===== config.mk =====
export PLATFORM = sky130hd
export DESIGN_NAME = control_sequencer
export DESIGN_NICKNAME = d
export VERILOG_FILES = /design/src/rtl/cpu_ctrl_pkg.sv /design/src/rtl/control_sequencer_instr_decoder.sv /design/src/rtl/control_sequencer.sv
export SDC_FILE = /design/constraint.sdc
export NUM_CORES = 1
export LEC_CHECK = 0
export ABC_AREA = 1
export CELL_PAD_IN_SITES_DETAIL_PLACEMENT = 1
export CELL_PAD_IN_SITES_GLOBAL_PLACEMENT = 2
export CORE_ASPECT_RATIO = 0.9
export CORE_UTILIZATION = 23
export CTS_CLUSTER_SIZE = 14
export DETAILED_ROUTE_END_ITERATION = 8
export PLACE_DENSITY_LB_ADDON = 0.1
export SYNTH_ARGS = -nofsm -noshare
export SYNTH_HDL_FRONTEND = slang
export SYNTH_SLANG_ARGS = --single-unit

===== constraint.sdc =====
create_clock -name Clock -period 3.5 [get_ports Clock]
set_input_delay 0.525 -clock Clock [delete_from_list [all_inputs] [get_ports Clock]]
set_output_delay 0.525 -clock Clock [all_outputs]
set_load 0.1 [all_outputs]

===== src/rtl/cpu_ctrl_pkg.sv =====
// Shared types, opcode/ALU encodings and decode helpers for the hardwired CPU controller.
package cpu_ctrl_pkg;

  localparam int OP_W  = 5;
  localparam int SEL_W = 4;

  // Controller phases: fetch (T0..T2), execute (T3..T6), plus reset and halt parking states.
  typedef enum logic [3:0] {
    RESET_ST,
    T0,
    T1,
    T2,
    T3,
    T4,
    T5,
    T6,
    HALT_ST
  } state_t;

  // Execution class selects which T3..T6 sequence an instruction follows.
  typedef enum logic [2:0] {
    CL_ALU,
    CL_UNARY,
    CL_MULDIV,
    CL_NOP,
    CL_HALT,
    CL_ILLEGAL
  } instr_class_t;

  // Decoded instruction fields, latched by the sequencer for the execute phase.
  typedef struct packed {
    instr_class_t     cls;
    logic [OP_W-1:0]  alu_op;
    logic [SEL_W-1:0] ra;
    logic [SEL_W-1:0] rb;
    logic [SEL_W-1:0] rc;
  } decoded_t;

  // Instruction opcodes (IR[31:27]); encodings not listed here are illegal for this controller.
  localparam logic [OP_W-1:0] OP_ADD  = 5'b00011;
  localparam logic [OP_W-1:0] OP_SUB  = 5'b00100;
  localparam logic [OP_W-1:0] OP_SHR  = 5'b00101;
  localparam logic [OP_W-1:0] OP_SHRA = 5'b00110;
  localparam logic [OP_W-1:0] OP_SHL  = 5'b00111;
  localparam logic [OP_W-1:0] OP_ROR  = 5'b01000;
  localparam logic [OP_W-1:0] OP_ROL  = 5'b01001;
  localparam logic [OP_W-1:0] OP_AND  = 5'b01010;
  localparam logic [OP_W-1:0] OP_OR   = 5'b01011;
  localparam logic [OP_W-1:0] OP_MUL  = 5'b01111;
  localparam logic [OP_W-1:0] OP_DIV  = 5'b10000;
  localparam logic [OP_W-1:0] OP_NEG  = 5'b10001;
  localparam logic [OP_W-1:0] OP_NOT  = 5'b10010;
  localparam logic [OP_W-1:0] OP_NOP  = 5'b11010;
  localparam logic [OP_W-1:0] OP_HALT = 5'b11011;

  // ALU operation codes driven on the operation port.
  localparam logic [OP_W-1:0] ALU_NOP  = 5'b00000;
  localparam logic [OP_W-1:0] ALU_ADD  = 5'b00001;
  localparam logic [OP_W-1:0] ALU_SUB  = 5'b00010;
  localparam logic [OP_W-1:0] ALU_AND  = 5'b00011;
  localparam logic [OP_W-1:0] ALU_OR   = 5'b00100;
  localparam logic [OP_W-1:0] ALU_MUL  = 5'b00101;
  localparam logic [OP_W-1:0] ALU_DIV  = 5'b00110;
  localparam logic [OP_W-1:0] ALU_NEG  = 5'b00111;
  localparam logic [OP_W-1:0] ALU_NOT  = 5'b01000;
  localparam logic [OP_W-1:0] ALU_SHR  = 5'b01001;
  localparam logic [OP_W-1:0] ALU_SHRA = 5'b01010;
  localparam logic [OP_W-1:0] ALU_SHL  = 5'b01011;
  localparam logic [OP_W-1:0] ALU_ROR  = 5'b01100;
  localparam logic [OP_W-1:0] ALU_ROL  = 5'b01101;

  // Map an instruction opcode to the ALU operation it requests.
  function automatic logic [OP_W-1:0] alu_op_of(input logic [OP_W-1:0] opcode);
    logic [OP_W-1:0] op;
    case (opcode)
      OP_ADD:  op = ALU_ADD;
      OP_SUB:  op = ALU_SUB;
      OP_AND:  op = ALU_AND;
      OP_OR:   op = ALU_OR;
      OP_SHR:  op = ALU_SHR;
      OP_SHRA: op = ALU_SHRA;
      OP_SHL:  op = ALU_SHL;
      OP_ROR:  op = ALU_ROR;
      OP_ROL:  op = ALU_ROL;
      OP_MUL:  op = ALU_MUL;
      OP_DIV:  op = ALU_DIV;
      OP_NEG:  op = ALU_NEG;
      OP_NOT:  op = ALU_NOT;
      default: op = ALU_NOP;
    endcase
    return op;
  endfunction

  // Map an instruction opcode to its execution class.
  function automatic instr_class_t class_of(input logic [OP_W-1:0] opcode);
    instr_class_t cls;
    case (opcode)
      OP_ADD, OP_SUB, OP_AND, OP_OR,
      OP_SHR, OP_SHRA, OP_SHL, OP_ROR, OP_ROL: cls = CL_ALU;
      OP_NEG, OP_NOT:                          cls = CL_UNARY;
      OP_MUL, OP_DIV:                          cls = CL_MULDIV;
      OP_NOP:                                  cls = CL_NOP;
      OP_HALT:                                 cls = CL_HALT;
      default:                                 cls = CL_ILLEGAL;
    endcase
    return cls;
  endfunction

endpackage


===== src/rtl/control_sequencer_instr_decoder.sv =====
// Combinational instruction decoder: class, ALU op and register fields from the IR word.
module instr_decoder
  import cpu_ctrl_pkg::*;
(
  input  logic [31:0] ir,
  output decoded_t    dec
);

  logic [OP_W-1:0]  opcode;
  logic [SEL_W-1:0] fields [3];
  logic             unused_low;

  assign opcode     = ir[31:27];
  // Immediate/constant bits are not used by any instruction this controller executes.
  assign unused_low = ^ir[14:0];

  // Ra, Rb, Rc occupy consecutive 4-bit fields directly below the opcode.
  genvar gi;
  generate
    for (gi = 0; gi < 3; gi++) begin : g_field
      assign fields[gi] = ir[26-4*gi -: SEL_W];
    end
  endgenerate

  // Assemble the decoded record.
  always_comb begin
    dec.cls    = class_of(opcode);
    dec.alu_op = alu_op_of(opcode);
    dec.ra     = fields[0];
    dec.rb     = fields[1];
    dec.rc     = fields[2];
  end

endmodule


===== src/rtl/control_sequencer.sv =====
// Hardwired Moore controller for the bus-based CPU datapath: fetch, decode and execute sequencing.
module control_sequencer
  import cpu_ctrl_pkg::*;
#(
  parameter int OPW     = 5,
  parameter int REGSELW = 4
) (
  input  logic               Clock,
  input  logic               Reset,
  input  logic [31:0]        IR,
  input  logic               mem_ready,
  output logic               PCout,
  output logic               ZLowout,
  output logic               ZHighout,
  output logic               MDRout,
  output logic               MARin,
  output logic               PCin,
  output logic               MDRin,
  output logic               IRin,
  output logic               Yin,
  output logic               Zin,
  output logic               HIin,
  output logic               LOin,
  output logic               IncPC,
  output logic               Read,
  output logic               reg_out_en,
  output logic [REGSELW-1:0] reg_out_sel,
  output logic               reg_in_en,
  output logic [REGSELW-1:0] reg_in_sel,
  output logic [OPW-1:0]     operation,
  output logic               run,
  output logic               illegal_op
);

  state_t   state_reg;
  state_t   state_next;
  decoded_t dec_now;
  decoded_t dec_reg;

  instr_decoder u_decoder (
    .ir  (IR),
    .dec (dec_now)
  );

  // State register; Reset forces RESET_ST from any state, even mid-instruction.
  always_ff @(posedge Clock) begin
    if (Reset) begin
      state_reg <= RESET_ST;
    end else begin
      state_reg <= state_next;
    end
  end

  // Capture the decoded IR while in T2 so execute outputs ignore later IR changes.
  always_ff @(posedge Clock) begin
    if (Reset) begin
      dec_reg <= '0;
    end else if (state_reg == T2) begin
      dec_reg <= dec_now;
    end
  end

  // Next-state logic: fixed fetch, class-dependent execute length.
  always_comb begin
    state_next = state_reg;
    case (state_reg)
      RESET_ST: state_next = T0;
      T0:       state_next = T1;
      T1:       state_next = mem_ready ? T2 : T1;
      T2:       state_next = T3;
      T3: begin
        case (dec_reg.cls)
          CL_ALU, CL_UNARY, CL_MULDIV: state_next = T4;
          CL_HALT:                     state_next = HALT_ST;
          default:                     state_next = T0;
        endcase
      end
      T4:       state_next = (dec_reg.cls == CL_UNARY) ? T0 : T5;
      T5:       state_next = (dec_reg.cls == CL_MULDIV) ? T6 : T0;
      T6:       state_next = T0;
      HALT_ST:  state_next = HALT_ST;
      default:  state_next = RESET_ST;
    endcase
  end

  // Moore output decode from the state register and the latched fields.
  always_comb begin
    PCout       = 1'b0;
    ZLowout     = 1'b0;
    ZHighout    = 1'b0;
    MDRout      = 1'b0;
    MARin       = 1'b0;
    PCin        = 1'b0;
    MDRin       = 1'b0;
    IRin        = 1'b0;
    Yin         = 1'b0;
    Zin         = 1'b0;
    HIin        = 1'b0;
    LOin        = 1'b0;
    IncPC       = 1'b0;
    Read        = 1'b0;
    reg_out_en  = 1'b0;
    reg_out_sel = '0;
    reg_in_en   = 1'b0;
    reg_in_sel  = '0;
    operation   = '0;
    illegal_op  = 1'b0;
    run         = (state_reg != RESET_ST) && (state_reg != HALT_ST);
    case (state_reg)
      T0: begin
        PCout = 1'b1;
        MARin = 1'b1;
        IncPC = 1'b1;
        Zin   = 1'b1;
      end
      T1: begin
        ZLowout = 1'b1;
        PCin    = 1'b1;
        Read    = 1'b1;
        MDRin   = 1'b1;
      end
      T2: begin
        MDRout = 1'b1;
        IRin   = 1'b1;
      end
      T3: begin
        case (dec_reg.cls)
          CL_ALU: begin
            reg_out_en  = 1'b1;
            reg_out_sel = REGSELW'(dec_reg.rb);
            Yin         = 1'b1;
          end
          CL_UNARY: begin
            reg_out_en  = 1'b1;
            reg_out_sel = REGSELW'(dec_reg.rb);
            operation   = OPW'(dec_reg.alu_op);
            Zin         = 1'b1;
          end
          CL_MULDIV: begin
            reg_out_en  = 1'b1;
            reg_out_sel = REGSELW'(dec_reg.ra);
            Yin         = 1'b1;
          end
          CL_ILLEGAL: illegal_op = 1'b1;
          default: ;
        endcase
      end
      T4: begin
        case (dec_reg.cls)
          CL_ALU: begin
            reg_out_en  = 1'b1;
            reg_out_sel = REGSELW'(dec_reg.rc);
            operation   = OPW'(dec_reg.alu_op);
            Zin         = 1'b1;
          end
          CL_UNARY: begin
            ZLowout    = 1'b1;
            reg_in_en  = 1'b1;
            reg_in_sel = REGSELW'(dec_reg.ra);
          end
          CL_MULDIV: begin
            reg_out_en  = 1'b1;
            reg_out_sel = REGSELW'(dec_reg.rb);
            operation   = OPW'(dec_reg.alu_op);
            Zin         = 1'b1;
          end
          default: ;
        endcase
      end
      T5: begin
        case (dec_reg.cls)
          CL_ALU: begin
            ZLowout    = 1'b1;
            reg_in_en  = 1'b1;
            reg_in_sel = REGSELW'(dec_reg.ra);
          end
          CL_MULDIV: begin
            ZLowout = 1'b1;
            LOin    = 1'b1;
          end
          default: ;
        endcase
      end
      T6: begin
        ZHighout = 1'b1;
        HIin     = 1'b1;
      end
      default: ;
    endcase
  end

endmodule


==> flow_metrics.env, run 1 <==
export IMPL_outcome="finished, final reports clean"
export IMPL_hp_class="reg2reg"
export IMPL_wl_um=4870
export IMPL_slew_headroom=0.459
export IMPL_root_buffer="clkbuf_8"
export IMPL_cts_setup_buffers=0
export IMPL_mappedNetlistArea_mm2=0.00164
export IMPL_cts_resized=0
export IMPL_power_density_mw_per_mm2=719
export IMPL_ir_drop_mv=0.235
export IMPL_vias=1706
export IMPL_synth_seq_cells=23
export IMPL_n_antenna_cell=0
export IMPL_final_common_cell="nand2_1"
export IMPL_worstPathRequired_ns=2.97
export IMPL_synth_warnings=0
export IMPL_crit_family="simple AND/OR/NAND/NOR gates"
export IMPL_die_h_um=82.2
export IMPL_drt_initial_drc_count=32
export IMPL_setup_viol=0
export IMPL_place_ws_ns=1.36
export IMPL_avgSynthCellArea_um2=6.40
export IMPL_yosysSeqAreaShare=0.280
export IMPL_max_cap_violations=0
export IMPL_end_kind="primary output"
export IMPL_start_util=0.244
export IMPL_layout_common_cells="60 x nand2_1, 30 x buf_4, 28 x inv_1"
export IMPL_finalHoldViolCount=0
export IMPL_post_dp_hpwl_um=3770
export IMPL_finalCriticalPeriod_ns=2.30
export IMPL_grt_util_all_layers=0.133
export IMPL_met1_usage=0.179
export IMPL_cpMaxStageDelayCell="dfxtp_1"
export IMPL_clk_latency_ns=0.27
export IMPL_ios=66
export IMPL_tightest_slew_ns=0.808
export IMPL_setup_tns_ns=0
export IMPL_fin_ws_ns=1.20
export IMPL_core_area_mm2=0.00673
export IMPL_path_clk_slew_ns=0.09
export IMPL_synth_mux_area_frac=0
export IMPL_grt_max_degree=21
export IMPL_largest_register_ffs=19
export IMPL_slew_violations=0
export IMPL_antenna_found_initial=0
export IMPL_dieArea_mm2=0.00749
export IMPL_critPathBufInv=1
export IMPL_synthAdderAreaFrac=0.0457
export IMPL_synth_xor_area_share=0
export IMPL_grt_busiest_layer="met2"
export IMPL_synth_distinct_cells=28
export IMPL_htree_levels=1
export IMPL_grt_pass1_vias=1574
export IMPL_power_leakage_nw=1.02
export IMPL_die_x_um=91.1
export IMPL_crit_type="reg2out"
export IMPL_syn_inst=257
export IMPL_cts_hold_buf=0
export IMPL_clock_path_buffers=2
export IMPL_rows=28
export IMPL_vias_per_cell=4.42
export IMPL_use_met2=0.224
export IMPL_post_drt_wl_per_cell_um=12.6
export IMPL_crit_path_max_fanout=20
export IMPL_grt_pass1_wl_um=7810
export IMPL_grtUsageMet3=0.0275
export IMPL_gp_congestion=0.732
export IMPL_max_freq_mhz=435
export IMPL_fin_crit_sh=0.656
export IMPL_arrival_ns=1.77
export IMPL_skew_ns=0.00162
export IMPL_syn_num_nets=298
export IMPL_overflow=0
export IMPL_drive_gt1_frac=0.203
export IMPL_cts_tree="built"
export IMPL_io_buffers=49
export IMPL_area_growth_pct=29.6
export IMPL_rsz0062_at_grt="false"
export IMPL_synth_top_family_by_area="simple AND/OR/NAND/NOR gates"
export IMPL_max_stage_delay_ns=0.49
export IMPL_ant_nets=0
export IMPL_synth_compound_area_frac=0.154
export IMPL_numCtsBuffers=3
export IMPL_synthSimpleGateAreaFrac=0.384
export IMPL_cp_cell_sequence="nand2_1 > nor2_4 > buf_4"
export IMPL_drc=0
export IMPL_startpoint_type="flop"
export IMPL_cts_num_sinks=23
export IMPL_nets=338
export IMPL_first_pass_iters=4
cell usage after synthesis:
library cell	instances	area (µm²)
nand2_1	60	225
o21ai_1	5	25.0
nor2_1	27	101
conb_1	1	3.75
nor2_8	1	20.0
o21a_4	1	15.0
inv_2	6	22.5
nand2_2	3	18.8
nand3_1	23	115
nor4_1	1	6.26
o21ai_0	23	115
clkbuf_1	2	7.51
nor2_2	6	37.5
a21boi_1	4	30.0
nand2_4	2	22.5
nand4_1	2	12.5
nand3_2	1	10.0
ha_1	6	75.1
o21a_1	1	7.51
buf_2	3	15.0
nor2_4	4	45.0
inv_1	28	105
buf_4	8	60.1
nor3_1	2	10.0
a21oi_1	12	60.1
or2_2	1	6.26
dfxtp_1	23	460
buf_6	1	11.3
final timing paths:
path | from | end | slack, ns | depth (start not counted)
worst max-delay path | state_reg[1] | MDRout | 1.20 | 3
worst min-delay path | dec_reg[3] | dec_reg[3] | 0.49 | 2
worst max register to register | state_reg[2] | dec_reg[4] | 1.75 | 4
worst min register to register | dec_reg[3] | dec_reg[3] | 0.49 | 2
per-stage QoR:
step	cells	instance area, µm²	hold slack (ns)	utilization	total power [W]
floorplan	257	1650	0.439	-	0.00120
global placement	382	2080	0.471	0.310	0.00137
detailed placement	382	2080	0.483	0.310	0.00138
CTS	386	2130	0.499	0.317	0.00155
global route	386	2130	0.532	0.317	0.00163
finish	386	2130	0.493	0.317	0.00153
worst min-delay path, cell delays in order (launching register included):
cell and delay [ns]:
dfxtp_1 0.34, nor2_1 0.05, nor2_1 0.08
metal layers:
| metal | wire, µm | vias up |
|---|---|---|
| li1 | - | 883 |
| met1 | 2470 | 789 |
| met2 | 2210 | 32 |
| met3 | 169 | 2 |
| met4 | 25 | 0 |
| met5 | 0 | - |
power breakdown:
group	total, W	internal (W)	leakage, nW	switching (W)
Clock	0.000171	0.0000796	0.0255	0.0000913
Combinational	0.000987	0.000210	0.803	0.000777
Sequential	0.000375	0.000320	0.187	0.0000555
area by class of cell:
type,count,area (µm²)
Clock buffer,3,41.3
Clock inverter,1,5.00
Fill cell,884,4600
Inverter,34,128
Multi-Input combinational cell,186,968
Sequential cell,23,460
Tap cell,90,113
Timing Repair Buffer,49,415
cell families after synthesis:
logic type               after synthesis
buffers and inverters                 48
AO/OA/AOI/OAI                         46
other                                  1
flip-flops                            23
AND/OR/NAND/NOR                      133
adder cells (fa/ha/maj)                6
Note: power is estimated with default switching activity, not from simulation.
==> inputs of run 2 (changes only) <==
CORE_UTILIZATION = 22   (was 23)
clock period = 2.15 ns   (was 3.5 ns; I/O delays follow)
==> flow_metrics.env, run 2 (synthesis gave the netlist of run 1 again) <==
export IMPL_finalHoldViolCount=0
export IMPL_antenna_found_initial=0
export IMPL_largest_register_ffs=19
export IMPL_first_pass_iters=2
export IMPL_p_sw_w=0.00158
export IMPL_use_met2=0.231
export IMPL_max_stage_delay_ns=0.39
export IMPL_drt_initial_drc_count=32
export IMPL_r2r_start="state_reg[1]"
export IMPL_worstPathRequired_ns=1.83
export IMPL_final_common_cell="nand2_1"
export IMPL_crit_start="dec_reg[18]"
export IMPL_reg2regPathDepth=5
export IMPL_sw_frac_of_total=0.545
export IMPL_hp_class="reg2reg"
export IMPL_comb_power_share=0.691
export IMPL_cpMostUsedCell="inv_2"
export IMPL_total_power_w=0.00289
export IMPL_fin_crit_sh=0.932
export IMPL_start_util=0.230
export IMPL_max_cap_violations=0
export IMPL_dieArea_mm2=0.00782
export IMPL_setup_viol=0
export IMPL_gp_congestion=0.708
export IMPL_drive_gt1_frac=0.234
export IMPL_grt_busiest_layer="met2"
export IMPL_path_clk_slew_ns=0.08
export IMPL_cts_hold_buf=0
export IMPL_crit_path_max_fanout=8
export IMPL_vias=1718
export IMPL_cpMaxStageDelayCell="dfxtp_1"
export IMPL_setup_tns_ns=0
export IMPL_multi_input_area_um2=997
export IMPL_rows=29
export IMPL_reg2reg_to="dec_reg[13]"
export IMPL_crit_type="reg2out"
export IMPL_nets=345
export IMPL_finalCriticalPeriod_ns=2.00
export IMPL_io_buffers=49
export IMPL_arrival_ns=1.68
export IMPL_layout_common_cells="60 x nand2_1, 31 x buf_12, 28 x inv_1"
export IMPL_grt_pass1_wl_um=8540
export IMPL_htree_levels=1
export IMPL_overflow=0
export IMPL_cp_endpoint="reg_in_sel[2]"
export IMPL_area_growth_pct=58.4
export IMPL_grt_util_all_layers=0.137
export IMPL_root_buffer="clkbuf_8"
export IMPL_p_int_w=0.00131
export IMPL_rsz0062_at_grt="false"
export IMPL_power_density_mw_per_mm2=1110
export IMPL_ir_drop_mv=0.496
export IMPL_grt_max_degree=21
export IMPL_die_x_um=93.1
export IMPL_reg2reg_slack_ns=0.61
export IMPL_vias_per_cell=4.34
export IMPL_drc=0
export IMPL_cts_num_sinks=23
export IMPL_core_area_mm2=0.00715
export IMPL_ios=66
export IMPL_pwr_share_clk=0.095
export IMPL_slew_violations=0
export IMPL_grt_pass1_vias=1726
export IMPL_post_dp_hpwl_um=3980
export IMPL_grtUsageMet3=0.0282
export IMPL_pwr_share_seq=0.214
export IMPL_post_drt_wl_per_cell_um=12.6
export IMPL_end_kind="primary output"
export IMPL_numCtsBuffers=3
export IMPL_outcome="finished, final reports clean"
export IMPL_fillCellCount=870
export IMPL_skew_ns=0.00793
export IMPL_clk_latency_ns=0.26
export IMPL_ant_nets=0
export IMPL_n_antenna_cell=0
export IMPL_die_h_um=84.0
export IMPL_max_freq_mhz=499
export IMPL_ff_latch_area_um2=462
export IMPL_cts_tree="built"
export IMPL_met1_usage=0.181
export IMPL_wl_um=4990
export IMPL_clock_path_buffers=2
export IMPL_cp_cell_sequence="inv_2 > nand3_1 > inv_2 > nand2_4 > a21boi_1 > buf_12"
export IMPL_startpoint_type="flop"
export IMPL_power_leakage_nw=1.14
==> run 2: cell types whose count changed in the layout (fill, tap and decap cells not counted), sizes merged <==
| cell | before | now |
|---|---|---|
| clkbuf | 3 | 4 |
| buf | 30 | 37 |
| clkinv | 1 | 0 |
==> run 2: through the flow <==
step	cells	setup slack (ns)	instance area, µm²	hold slack (ns)	utilization
2_1_floorplan	257	-0.450	1670	0.394	-
3_3_place_gp	390	0.226	2520	0.468	0.353
3_5_place_dp	390	0.209	2520	0.477	0.353
4_1_cts	394	0.0653	2570	0.490	0.359
5_1_grt	396	0.0288	2600	0.527	0.364
6_report	396	0.147	2600	0.479	0.364
==> run 2: metal layers <==
| layer | wire length, µm | part of all wire |
|---|---|---|
| met5 | 0 | 0 |
| met4 | 34 | 0.0068 |
| met3 | 143 | 0.029 |
| met2 | 2320 | 0.46 |
| met1 | 2500 | 0.50 |
==> run 2: worst min-delay path by stage <==
| stage | start | endpoint | slack, ns | cells past startpoint |
|---|---|---|---|---|
| 6_report | dec_reg[4] | dec_reg[4] | 0.48 | 2 |
| 5_1_grt | dec_reg[7] | dec_reg[7] | 0.53 | 2 |
| 4_1_cts | dec_reg[4] | dec_reg[4] | 0.49 | 2 |
| 3_5_place_dp | dec_reg[4] | dec_reg[4] | 0.48 | 2 |
| 3_3_place_gp | dec_reg[4] | dec_reg[4] | 0.47 | 2 |
| 2_1_floorplan | Reset | state_reg[3] | 0.39 | 1 |
==> run 2: worst max-delay path: cells and delay by family, from the launching register on <==
family	cells	cell delay (ns)
compound gates	1	0.27
flops	1	0.39
buf+inv	3	0.50
simple gates	2	0.25
==> run 2: power groups by stage <==
stage	Combinational (W)	Sequential, W	Clock (W)
after floorplan	0.00138	0.000592	0
after global placement	0.00197	0.000626	0
after detailed placement	0.00198	0.000625	0
after CTS	0.00198	0.000616	0.000292
after global routing	0.00212	0.000638	0.000309
final	0.00200	0.000619	0.000274
==> run 2: repair_timing <==
item / 4_1_cts / 5_1_grt
setup buffers: 0 / 2
endpoints found under the hold margin: 0 / 0
setup endpoints to repair: 0 / 8
gates resized for setup: 0 / 3
==> run 2: area by class of cell <==
| type | count | area share |
|---|---|---|
| inverter | 34 | 0.0490 |
| clock buffer | 4 | 0.0173 |
| tap | 93 | 0.0447 |
| multi-input combinational | 186 | 0.383 |
| timing repair buffer | 56 | 0.329 |
| sequential | 23 | 0.177 |
==> inputs of run 3 (changes only) <==
ABC_CLOCK_PERIOD_IN_PS = 2150   (was default)
==> results of run 3 <==
Final layout, timing and power as in run 2 (identical DEF).
